File: src/rtl/rst_seq_pkg.sv
// rst_seq_pkg: shared definitions for the reset sequencer.
//   rst_seq_state_e : sequencer FSM states (2-bit encoding)
//   PLL_RST_PULSE   : length in cycles of the clock-generator reset pulse
package rst_seq_pkg;

  typedef enum logic [1:0] {
    ST_WAIT_LOCK = 2'd0,
    ST_HOLD      = 2'd1,
    ST_RELEASE   = 2'd2,
    ST_RUN       = 2'd3
  } rst_seq_state_e;

  localparam int unsigned PLL_RST_PULSE = 4;

endpackage

File: src/rtl/rst_seq_sync.sv
// rst_seq_sync: 1-bit two-flop synchroniser with asynchronous clear.
//   clk     : destination clock, rising edge
//   a_reset : asynchronous active-high clear (both flops to 0)
//   d_i     : asynchronous input
//   q_o     : synchronised output, two clk cycles of latency
module rst_seq_sync (
  input  logic clk,
  input  logic a_reset,
  input  logic d_i,
  output logic q_o
);

  logic meta_q;
  logic sync_q;

  always_ff @(posedge clk or posedge a_reset) begin
    if (a_reset) begin
      meta_q <= 1'b0;
      sync_q <= 1'b0;
    end else begin
      meta_q <= d_i;
      sync_q <= meta_q;
    end
  end

  assign q_o = sync_q;

endmodule

File: src/rtl/rst_sequencer.sv
// rst_sequencer: power-on / software reset sequencer.
// Waits for the clock generator to lock, holds every domain in reset for
// HOLD_CYCLES, then releases the domains one at a time (bit 0 first),
// STEP_CYCLES apart. Loss of lock or a software request restarts the sequence.
//
// Ports:
//   clk            : clock, rising edge
//   a_reset        : asynchronous active-high reset
//   pll_locked_i   : clock-generator lock, asynchronous to clk
//   sw_reset_req_i : synchronous software reset request
//   rst_out_o      : per-domain reset, active-high
//   done_o         : all domains released
//   pll_rst_o      : reset pulse to the clock generator (watchdog build only)
//   lock_err_o     : sticky lock-timeout flag (watchdog build only)
//
// Build option: define RST_SEQ_WDOG_EN to enable the lock watchdog. Without
// it pll_rst_o and lock_err_o are tied low and WAIT_LOCK waits forever.
module rst_sequencer
  import rst_seq_pkg::*;
#(
  parameter int NUM_DOMAINS  = 3,
  parameter int HOLD_CYCLES  = 16,
  parameter int STEP_CYCLES  = 8,
  parameter int LOCK_TIMEOUT = 1024
) (
  input  logic                   clk,
  input  logic                   a_reset,
  input  logic                   pll_locked_i,
  input  logic                   sw_reset_req_i,
  output logic [NUM_DOMAINS-1:0] rst_out_o,
  output logic                   done_o,
  output logic                   pll_rst_o,
  output logic                   lock_err_o
);

  localparam int HS_MAX  = (HOLD_CYCLES > STEP_CYCLES) ? HOLD_CYCLES : STEP_CYCLES;
  localparam int MAX_CYC = (HS_MAX > LOCK_TIMEOUT) ? HS_MAX : LOCK_TIMEOUT;
  localparam int CNT_W   = $clog2(MAX_CYC) + 1;
  localparam int IDX_W   = (NUM_DOMAINS > 1) ? $clog2(NUM_DOMAINS) : 1;

  localparam logic [CNT_W-1:0] HOLD_LAST = CNT_W'(HOLD_CYCLES - 1);
  localparam logic [CNT_W-1:0] STEP_LAST = CNT_W'(STEP_CYCLES - 1);
  localparam logic [IDX_W-1:0] LAST_IDX  = IDX_W'(NUM_DOMAINS - 1);

  logic locked_s;

  rst_seq_sync u_lock_sync (
    .clk     (clk),
    .a_reset (a_reset),
    .d_i     (pll_locked_i),
    .q_o     (locked_s)
  );

  rst_seq_state_e         state_q,   state_d;
  logic [CNT_W-1:0]       cnt_q,     cnt_d;
  logic [IDX_W-1:0]       idx_q,     idx_d;
  logic [NUM_DOMAINS-1:0] rst_out_q, rst_out_d;
  logic                   done_q,    done_d;
  logic                   abort;

  // Lock loss and a software request share one restart path, so both in the
  // same cycle still produce a single transition back to WAIT_LOCK.
  assign abort = !locked_s || sw_reset_req_i;

  always_comb begin
    state_d   = state_q;
    cnt_d     = cnt_q;
    idx_d     = idx_q;
    rst_out_d = rst_out_q;
    done_d    = done_q;

    if (state_q != ST_WAIT_LOCK && abort) begin
      state_d   = ST_WAIT_LOCK;
      rst_out_d = '1;
      done_d    = 1'b0;
      cnt_d     = '0;
      idx_d     = '0;
    end else begin
      case (state_q)
        ST_WAIT_LOCK: begin
          if (locked_s) begin
            state_d = ST_HOLD;
            cnt_d   = '0;
          end
        end
        ST_HOLD: begin
          if (cnt_q == HOLD_LAST) begin
            rst_out_d[0] = 1'b0;
            cnt_d        = '0;
            // A single domain goes straight to RUN; RELEASE would be empty.
            if (NUM_DOMAINS == 1) begin
              state_d = ST_RUN;
              done_d  = 1'b1;
            end else begin
              state_d = ST_RELEASE;
              idx_d   = IDX_W'(1);
            end
          end else begin
            cnt_d = cnt_q + 1'b1;
          end
        end
        ST_RELEASE: begin
          if (cnt_q == STEP_LAST) begin
            rst_out_d[idx_q] = 1'b0;
            cnt_d            = '0;
            if (idx_q == LAST_IDX) begin
              state_d = ST_RUN;
              done_d  = 1'b1;
            end else begin
              idx_d = idx_q + 1'b1;
            end
          end else begin
            cnt_d = cnt_q + 1'b1;
          end
        end
        ST_RUN: begin
        end
        default: begin
          state_d = ST_WAIT_LOCK;
        end
      endcase
    end
  end

  always_ff @(posedge clk or posedge a_reset) begin
    if (a_reset) begin
      state_q   <= ST_WAIT_LOCK;
      cnt_q     <= '0;
      idx_q     <= '0;
      rst_out_q <= '1;
      done_q    <= 1'b0;
    end else begin
      state_q   <= state_d;
      cnt_q     <= cnt_d;
      idx_q     <= idx_d;
      rst_out_q <= rst_out_d;
      done_q    <= done_d;
    end
  end

  assign rst_out_o = rst_out_q;
  assign done_o    = done_q;

`ifdef RST_SEQ_WDOG_EN
  localparam int               PULSE_W    = $clog2(PLL_RST_PULSE);
  localparam logic [CNT_W-1:0] WDOG_LAST  = CNT_W'(LOCK_TIMEOUT - 1);
  localparam logic [PULSE_W-1:0] PULSE_LAST = PULSE_W'(PLL_RST_PULSE - 1);

  logic [CNT_W-1:0]   wdog_cnt_q,  wdog_cnt_d;
  logic [PULSE_W-1:0] pulse_cnt_q, pulse_cnt_d;
  logic               pll_rst_q,   pll_rst_d;
  logic               lock_err_q,  lock_err_d;

  // A started pulse always runs to full length; the wait count restarts
  // from zero only once the pulse has ended.
  always_comb begin
    wdog_cnt_d  = wdog_cnt_q;
    pulse_cnt_d = pulse_cnt_q;
    pll_rst_d   = pll_rst_q;
    lock_err_d  = lock_err_q;

    if (pll_rst_q) begin
      if (pulse_cnt_q == PULSE_LAST) begin
        pll_rst_d   = 1'b0;
        pulse_cnt_d = '0;
        wdog_cnt_d  = '0;
      end else begin
        pulse_cnt_d = pulse_cnt_q + 1'b1;
      end
    end else if (state_q == ST_WAIT_LOCK && !locked_s) begin
      if (wdog_cnt_q == WDOG_LAST) begin
        pll_rst_d   = 1'b1;
        lock_err_d  = 1'b1;
        pulse_cnt_d = '0;
        wdog_cnt_d  = '0;
      end else begin
        wdog_cnt_d = wdog_cnt_q + 1'b1;
      end
    end else begin
      wdog_cnt_d = '0;
    end
  end

  always_ff @(posedge clk or posedge a_reset) begin
    if (a_reset) begin
      wdog_cnt_q  <= '0;
      pulse_cnt_q <= '0;
      pll_rst_q   <= 1'b0;
      lock_err_q  <= 1'b0;
    end else begin
      wdog_cnt_q  <= wdog_cnt_d;
      pulse_cnt_q <= pulse_cnt_d;
      pll_rst_q   <= pll_rst_d;
      lock_err_q  <= lock_err_d;
    end
  end

  assign pll_rst_o  = pll_rst_q;
  assign lock_err_o = lock_err_q;
`else
  assign pll_rst_o  = 1'b0;
  assign lock_err_o = 1'b0;
`endif

endmodule

File: config.mk
export PLATFORM = sky130hd
export DESIGN_NAME = rst_sequencer
export DESIGN_NICKNAME = d
export VERILOG_FILES = /design/src/rtl/rst_seq_pkg.sv /design/src/rtl/rst_seq_sync.sv /design/src/rtl/rst_sequencer.sv
export SDC_FILE = /design/constraint.sdc
export NUM_CORES = 1
export LEC_CHECK = 0
export CORE_AREA = 2 2 63 65
export DETAILED_ROUTE_END_ITERATION = 7
export DIE_AREA = 0 0 65 67
export SLEW_MARGIN = 20
export SYNTH_ARGS = -nofsm -noshare
export SYNTH_HDL_FRONTEND = slang
export SYNTH_SLANG_ARGS = --single-unit
export TNS_END_PERCENT = 20
File: constraint.sdc
create_clock -name clk -period 2.1 [get_ports clk]
set_clock_uncertainty 0.05 [all_clocks]
set_input_delay 0.42 -clock clk [delete_from_list [all_inputs] [get_ports clk]]
set_output_delay 0.42 -clock clk [all_outputs]
set_load 0.05 [all_outputs]
* Word-level counts from Yosys, hierarchy flattened
Cells that the tools add are included.
Operators by class: bitwise gates (word level) 2, magnitude comparators 2, reductions and logical operators 17, equality and inequality tests 10, $add $sub $neg 2, muxes and demuxes 27
Operator list (number):
- 11-bit 2-to-1 mux | 4
- 11-bit one-hot mux with 3 select lines | 1
- 2-bit 2-to-1 mux | 10
- 3-bit inequality test (second input constant) | 4
- 11-bit by 1-bit adder with 11-bit output (second input constant) | 1
- 11-bit by 3-bit equality test with 1-bit output (second input constant) | 1
- 11-bit by 4-bit equality test with 1-bit output (second input constant) | 1
- 2-bit nonzero test | 4
- 1-bit 2-to-1 mux | 6
- 3-bit 2-to-1 mux | 2
- 2-bit one-hot mux with 3 select lines | 1
- 3-bit AND reduction | 2
- 5-bit AND reduction | 1
- 2-bit equality test (second input constant) | 2
- 2-bit one-hot mux with 2 select lines | 1
- 2-bit AND reduction | 2
- 4-bit AND reduction | 1
- 4-bit nonzero test | 1
- 3-bit AND | 1
- 2-bit by 3-bit < comparator with 1-bit output (second input constant) | 1
- 3-bit by 2-bit inequality test with 1-bit output (second input constant) | 1
- 3-bit inverter | 1
- 3-bit nonzero test | 1
- 2-bit by 1-bit adder with 2-bit output (second input constant) | 1
- 8 further kinds | 9
Word-level totals: flip-flop bits (word level) 21, output and inout bits 6

* Logic depth before layout (Yosys ltp)
Gate-level depths: netlist of run 1.
word-level depth 9, depth in mapped cells 7, depth with buffers taken out 6

* Hierarchy
From an unflattened synthesis of run 1, not the netlist that was laid out.
Unflattened totals: cell total of the unflattened synthesis 153, area, all modules 1368.8 µm²
Modules (own cells, without submodules):
- rst_sequencer | area each 1315.0 µm², instances 1, seq. area each 479.2 µm², cells an instance 150
- rst_seq_sync | area each 53.8 µm², instances 1, seq. area each 50.0 µm², cells an instance 3

* Least setup slack after synthesis of run 1
No wires, ideal clock.
path kind reg-to-reg, start point reg state_q[0], end point reg cnt_q[6], data arrival time 1.712 ns, buffers on the path 1, clock period less this slack 1.847 ns, stages on the path, launching flop included 8, path slack 0.253 ns, cells stage by stage dfrtp_1 -> inv_1 -> ha_1 -> nor4b_2 -> or2_2 -> buf_2 -> a41oi_1 -> o22ai_1
On the way: longest elaborated chain between the ends 4
Ends and longest elaborated chain:
- start: declaration | line rst_sequencer.sv:54 | rst_seq_state_e state_q, state_d;
- start signal: assignment | line rst_sequencer.sv:133 | state_q <= state_d;
- 2-bit nonzero test | line rst_sequencer.sv:72 | if (state_q != ST_WAIT_LOCK && abort) begin
- 1-bit logical AND | line rst_sequencer.sv:72
- 3-bit by 2-bit inequality test with 1-bit output (no line) / 4-bit nonzero test (equally long branches)
- 2-bit AND reduction (no line)
- end signal: assignment | line rst_sequencer.sv:134 | cnt_q <= cnt_d;
- end: declaration | line rst_sequencer.sv:55 | logic [CNT_W-1:0] cnt_q, cnt_d;
Parallel ways exist; a longest one is shown, timed or not. A chain may end at the register's enable or synchronous reset.

* Worst setup path after layout of run 1
Same ends and word-level chain as after synthesis.

==> key figures, run 1 <==
Floorplan
  • Die width: ~65 µm
  • Die height: roughly 67 µm
  • Ports: 10
  • FP Rows: 22
  • Core area: 0.00361 mm²
  • Starting Density: 0.369
  • Die ar.: ~0.0044 mm²

Worst setup path
  • R2R Path Start: state_q[0]
  • R2r worst-path depth: 6
  • Stages on worst setup path: 6
  • FF-to-FF setup slack: around 210 ps
  • Buf/Inv on CP: 1
  • Critical Path Sink: cnt_q[6]
  • Setup crit start: state_q[0]
  • Worst EP arrival: just under 2000 ps
  • CP Cell Sequence: inv_1, ha_1, nor2b_1, or2_4, a41oi_1, o22ai_1
  • R2R Path End: cnt_q[6]
  • Crit end category: flop
  • Critical-path top delay cell: dfrtp_1
  • Max stage delay on crit path: about 410 ps
  • Worst Path Required: approximately 2200 ps
  • CP Max Fanout: 11
  • CP top delay family: simple AND/OR/NAND/NOR gates
  • CP startpoint kind: flop
  • CP Class: flop to flop

Clock network
  • Hold_buf cts: 0
  • CTS tree: done
  • Root Buffer: clkbuf_8
  • CTS sink cnt: 21
  • CTS Buffer Depth: 2
  • Post-CTS setup buffers: 0
  • TritonCTS Buffers: 3
  • Clk Latency, worst-skew pair: 260 ps
  • H-Tree Depth: 1
  • Post-CTS resize count: 0
  • Worst-path clk slew: around 80 ps

Routing
  • ANT nets after route: 0
  • Initial DRT Pass Iterations: 4
  • Iter 0 DRT Violations: 32
  • Via density: 5.41
  • DR WL/cell: ~13 µm
  • Via count: ~1100
  • Drt drc: 0
  • Detailed Route WL: ~2.7 mm

GRT
  • Number of global-route vias before repair: between 1000 and 1500
  • M2 GR Usage: 0.242
  • Total Routing Usage GR: 0.148
  • Maximum number of pins on one net before global-route repair: 22
  • Met3 Track Usage GR: 0.0253
  • Total global routing overflow: 0
  • Initial antenna violation count: 0
  • Global-route wire length before repair: 5.04 mm
  • M1 GR Usage: 0.198
  • GRT Max-Usage Layer: met2

Synthesis
  • Share of the synthesized area in the top cell type: 0.339
  • Area leader, netlist: dfrtp_1
  • Main synth FF type: dfrtp_1
  • Synth warn: 0
  • Largest cells by area after synthesis: dfrtp_1 34%, ha_1 6.6%, dfstp_2 5.9%
  • Syn_area_per_cell: a little over 9 µm²
  • Synth Cell Area: 0.00133 mm²
  • Ys async rst share: 1.00
  • Register area share after synthesis: 0.398
  • Netlist cell types: 37
  • Count of state elements after synthesis: 21
  • Number of synthesized flops with an enable pin: 0
  • Synthesized netlist cell count: about 150

Hold path
  • Hold depth: 0
  • Hold Crit Class: flop to flop

STA
  • Final Setup Violations: 0
  • Minimum clock period: between 1500 and 2000 ps
  • Final Max Tran Viols: 0
  • RSZ-0062 raised after global routing: false
  • Final hold vios: 0
  • Setup TNS Final: 0 ps
  • Fmax: around 530 MHz
  • Tcrit/Tclk final: 0.900

Finish
  • Layout cells sized above 1: 0.151
  • Final Instance Area: ~0.0015 mm²
  • Synthesis-to-layout area growth: 15.0%
  • # diodes: 0
  • Commonest cells after routing, fill and taps aside: 18 x dfrtp_1, 13 x inv_1, 12 x nand2_1, 10 x buf_4, 8 x nand3_1
  • Most common cell after layout, fill and taps aside: dfrtp_1
  • Nets: 171

Status
  • Outcome: finished, final reports clean

Placed design
  • Area post-placement: ~0.0015 mm²
  • Final RePlAce weighted congestion: between 0.8 and 0.9
  • DP Wirelength: about 2.1 mm
  • Buffers added on ports: 7

Pwr
  • Leakage: 0.585 nW
  • Pwr/cell area: about 890 mW/mm²
  • Maximum VDD drop: ~0.37 mV

Flow run
  • MaxCap Viol Count: 0
flip-flops by register name, summed over array words and instances, names as in the netlist:
register / flops
cnt_q: 11
done_o: 1
idx_q: 2
rst_out_o: 3
state_q: 2
u_lock_sync.meta_q: 1
u_lock_sync.q_o: 1
metrics by stage:
| step | power [mW] | hold WS, ps | std cells | worst slack [ps] | utilization |
|---|---|---|---|---|---|
| 2_1_floorplan | 0.919 | 281 | 147 | 253 | - |
| 3_3_place_gp | 1.05 | 285 | 203 | 186 | 0.407 |
| 3_5_place_dp | 1.06 | 294 | 203 | 133 | 0.407 |
| 4_1_cts | 1.34 | 312 | 207 | 137 | 0.421 |
| 5_1_grt | 1.47 | 324 | 207 | 65.8 | 0.424 |
| 6_report | 1.36 | 309 | 207 | 211 | 0.424 |
synth_stat cells (5+ instances only):
master,count
a41oi_1,7
o21ai_0,7
dfrtp_1,18
nor2_1,5
inv_1,13
nand2_1,12
nand3_1,8
o22ai_1,6
ha_1,7
nand4_1,7
nor3_1,5
report_power, final:
group | switching [mW] | internal (mW)
registers | 0.0247 | 0.430
logic | 0.371 | 0.257
clock network | 0.142 | 0.134
layer usage:
layer	routed length (µm)	share of wire	vias up
met2	1290	0.47	21
met4	27	0.0099	0
met3	97	0.035	4
met5	0	0	-
li1	-	-	559
met1	1320	0.48	536
worst reg2reg max path: stages, from the launching register on:
cell	delay, ps
dfrtp_1	410
inv_1	120
ha_1	300
nor2b_1	220
or2_4	320
a41oi_1	230
o22ai_1	130
cells by family after synthesis:
logic type      synth area share
mux                       0.0310
flops                      0.398
compound gates             0.167
buf+inv                   0.0668
fa+ha+maj                 0.0658
simple gates               0.268
other cells              0.00282
final cells by class:
cell class                 count  area (µm²)
clock buffer                   3        41.3
fill                         352        2080
multi-input combinational    107         727
inverter                      13        48.8
clock inverter                 1        7.51
timing repair buffer          14         115
tap                           48        60.1
sequential                    21         529
worst min-delay path by stage:
stage	end	slack (ps)	start
after floorplan	u_lock_sync.q_o	280	u_lock_sync.meta_q
after global placement	u_lock_sync.q_o	290	u_lock_sync.meta_q
after detailed placement	u_lock_sync.q_o	290	u_lock_sync.meta_q
after CTS	u_lock_sync.q_o	310	u_lock_sync.meta_q
after global routing	u_lock_sync.q_o	320	u_lock_sync.meta_q
final	u_lock_sync.q_o	310	u_lock_sync.meta_q
Power figures use the tool's default switching activity.
==> run 2, diff against run 1 <==
--- a/config.mk
+++ b/config.mk
@@ -6,6 +6,7 @@
 export NUM_CORES = 1
 export LEC_CHECK = 0
 export CORE_AREA = 2 2 63 65
+export CTS_BUF_LIST = sky130_fd_sc_hd__clkbuf_8
 export DETAILED_ROUTE_END_ITERATION = 7
 export DIE_AREA = 0 0 65 67
 export SLEW_MARGIN = 20
==> constraint.sdc (replaced) <==
create_clock -name clk -period 2.1 [get_ports clk]
set_clock_uncertainty 0.05 [all_clocks]
set_input_delay 0.315 -clock clk [delete_from_list [all_inputs] [get_ports clk]]
set_output_delay 0.315 -clock clk [all_outputs]
set_load 0.05 [all_outputs]
==> run 2 against run 1 <==
Critical path depth did not move. Flip-flop and latch count did not move. Die area stayed put. Combinational power grew 1%. Clock power is 3% lower. Power decreased by 0.36%. Global-route usage is 0.12 points lower. Register-to-register slack got worse by 80 ps. Sequential share of layout area fell by 0.58 points. Highest routed layer unchanged.
==> key figures, run 2 (synthesis gave the netlist of run 1 again) <==
Routing
  • Via count: 1155 (+3.1%)
  • Detailed Route WL: 2.80 mm (+2.0%)
  • ANT nets after route: 0 (unchanged)
  • Iter 0 DRT Violations: 69 (+120%)
  • Initial DRT Pass Iterations: 4 (unchanged)
  • Drt drc: 0 (unchanged)
  • DR WL/cell: 13.4 µm (+0.99%)
  • Via density: 5.53 (+2.1%)

GRT
  • Global-route wire length before repair: 5.09 mm (+1.1%)
  • Total global routing overflow: 0 (unchanged)
  • Maximum number of pins on one net before global-route repair: 22 (unchanged)
  • Number of global-route vias before repair: 1133 (+0.98%)
  • Initial antenna violation count: 0 (unchanged)
  • Total Routing Usage GR: 0.147 (-0.00119)

Status
  • Outcome: finished, final reports clean

STA
  • Final hold vios: 0 (unchanged)
  • Setup TNS Final: 0 ps (unchanged)
  • Worst slew margin: 0.643
  • Worst-margin pin slew: around 530 ps
  • Final Max Tran Viols: 0 (unchanged)
  • RSZ-0062 raised after global routing: false
  • Minimum clock period: 1970 ps (+83.2 ps)
  • Fmax: 507 MHz (-4.2%)
  • Final Setup Violations: 0 (unchanged)
  • Fin Hold WS: 305 ps (-4.00 ps)
  • Tcrit/Tclk final: 0.939 (+0.0396)

Clock network
  • CTS sink cnt: 21 (unchanged)
  • Root Buffer: clkbuf_8
  • CTS Buffer Depth: 2 (unchanged)
  • Clk Latency, worst-skew pair: 260 ps (about the same)
  • TritonCTS Buffers: 3 (unchanged)
  • H-Tree Depth: 1 (unchanged)
  • Worst-path clk slew: 80 ps (about the same)
  • CTS tree: done

Finish
  • Largest register FFs: 11 (unchanged)
  • Nets: 173 (+1.2%)
  • Commonest cells after routing, fill and taps aside: 18 x dfrtp_1, 13 x inv_1, 12 x nand2_1, 9 x buf_4, 8 x nand3_1
  • Layout cells sized above 1: 0.155 (+0.00434)
  • Final core occ: 0.431 (+0.00729)
  • Most common cell after layout, fill and taps aside: dfrtp_1
  • Synthesis-to-layout area growth: 16.9%
  • # diodes: 0 (unchanged)
  • Most flops, register: cnt_q

Flow run
  • MaxCap Viol Count: 0 (unchanged)

Placed design
  • Buffers added on ports: 7 (unchanged)
  • DP Wirelength: 2.08 mm (-2.5%)
  • Final RePlAce weighted congestion: 0.935 (+4.5%)

Worst setup path
  • CP Class: flop to flop
  • Max stage delay on crit path: 480 ps (+70 ps)
  • Buf/Inv on CP: 2 (+1)
  • CP Cell Sequence: nor3_1, nand4_1, buf_4, buf_4, a211o_1, nand4_1
  • Crit end category: flop
  • Critical-path top delay cell: nor3_1
  • Worst Path Required: 2250 ps (+60 ps)
  • Worst EP arrival: 2120 ps (+140 ps)
  • CP top delay family: simple AND/OR/NAND/NOR gates
  • CP Max Fanout: 8 (-3)
  • CP startpoint kind: flop

Floorplan
  • Die height: 67 µm (unchanged)
  • FP Rows: 22 (unchanged)
  • Die width: 65 µm (unchanged)
  • Starting Density: 0.369 (unchanged)
  • Die ar.: 0.00436 mm² (unchanged)
  • Core area: 0.00361 mm² (unchanged)
  • Ports: 10 (unchanged)

Pwr
  • Tot Pwr: 1.35 mW (-0.36%)
  • Pwr/cell area: 871 mW/mm² (-2.0%)
  • Leakage: 0.595 nW (+1.7%)
  • Maximum VDD drop: 0.419 mV (+14%)

Hold path
  • Hold Crit Class: flop to flop
## run 2: cell types whose count changed in the layout (fill, tap and decap cells not counted), sizes merged
cell,previous run,this run
buf,10,9
clkinvlp,1,0
clkdlybuf4s50,4,7
clkinv,0,1
## run 2: worst register-to-register path: cells and delay by family (launching register included)
kind,cells,cell delay [ps]
DFF,1,420
buffers and inverters,2,360
and+or+nand+nor,3,810
AOI/OAI and AO/OA,1,290
## run 2: final timing paths
| path | start | to | slack (ps) | cells after the start |
|---|---|---|---|---|
| worst max register to register | cnt_q[6] | state_q[0] | 130 | 6 |
| worst max-delay path | cnt_q[6] | state_q[0] | 130 | 6 |
| worst min register to register | u_lock_sync.meta_q | u_lock_sync.q_o | 300 | 0 |
| min in group asynchronous | a_reset | done_o | 330 | 3 |
| max in group asynchronous | a_reset | rst_out_o[0] | 1400 | 3 |
| worst min-delay path | u_lock_sync.meta_q | u_lock_sync.q_o | 300 | 0 |
## run 2: power breakdown
group	internal, mW	leakage [nW]	switching, mW
combinational	0.260	0.295	0.374
sequential	0.430	0.275	0.0224
clock	0.132	0.0255	0.136
total	0.822	0.595	0.532
## run 2: per-layer routing
metal  global-route usage  part of all wire  vias to the layer above
li1                     -                 -                      562
met1                0.187              0.46                      552
met2                0.246              0.48                       37
met3               0.0338             0.044                        4
met4               0.0479             0.011                        0
met5                    0                 0                        -
## run 2: timing repair
item	in CTS	in global routing
hold buffers	0	0
buffers inserted	0	3
setup endpoints to repair	0	13
gates resized for setup	0	3
endpoints found under the hold margin	0	0
## run 2: cell type report
type                            instances  area [µm²]
Tap cell                               48        60.1
Multi-Input combinational cell        107         733
Clock buffer                            3        41.3
Clock inverter                          1        5.00
Timing Repair Buffer                   16         138
Sequential cell                        21         529
Fill cell                             351        2050
Inverter                               13        48.8
## run 2: stage by stage
step	area (µm²)	std cells	worst slack, ps
5_1_grt	1560	209	14.0
3_3_place_gp	1470	202	78.6
2_1_floorplan	1330	147	253
6_report	1560	209	127
4_1_cts	1520	206	79.5
3_5_place_dp	1470	202	86.4
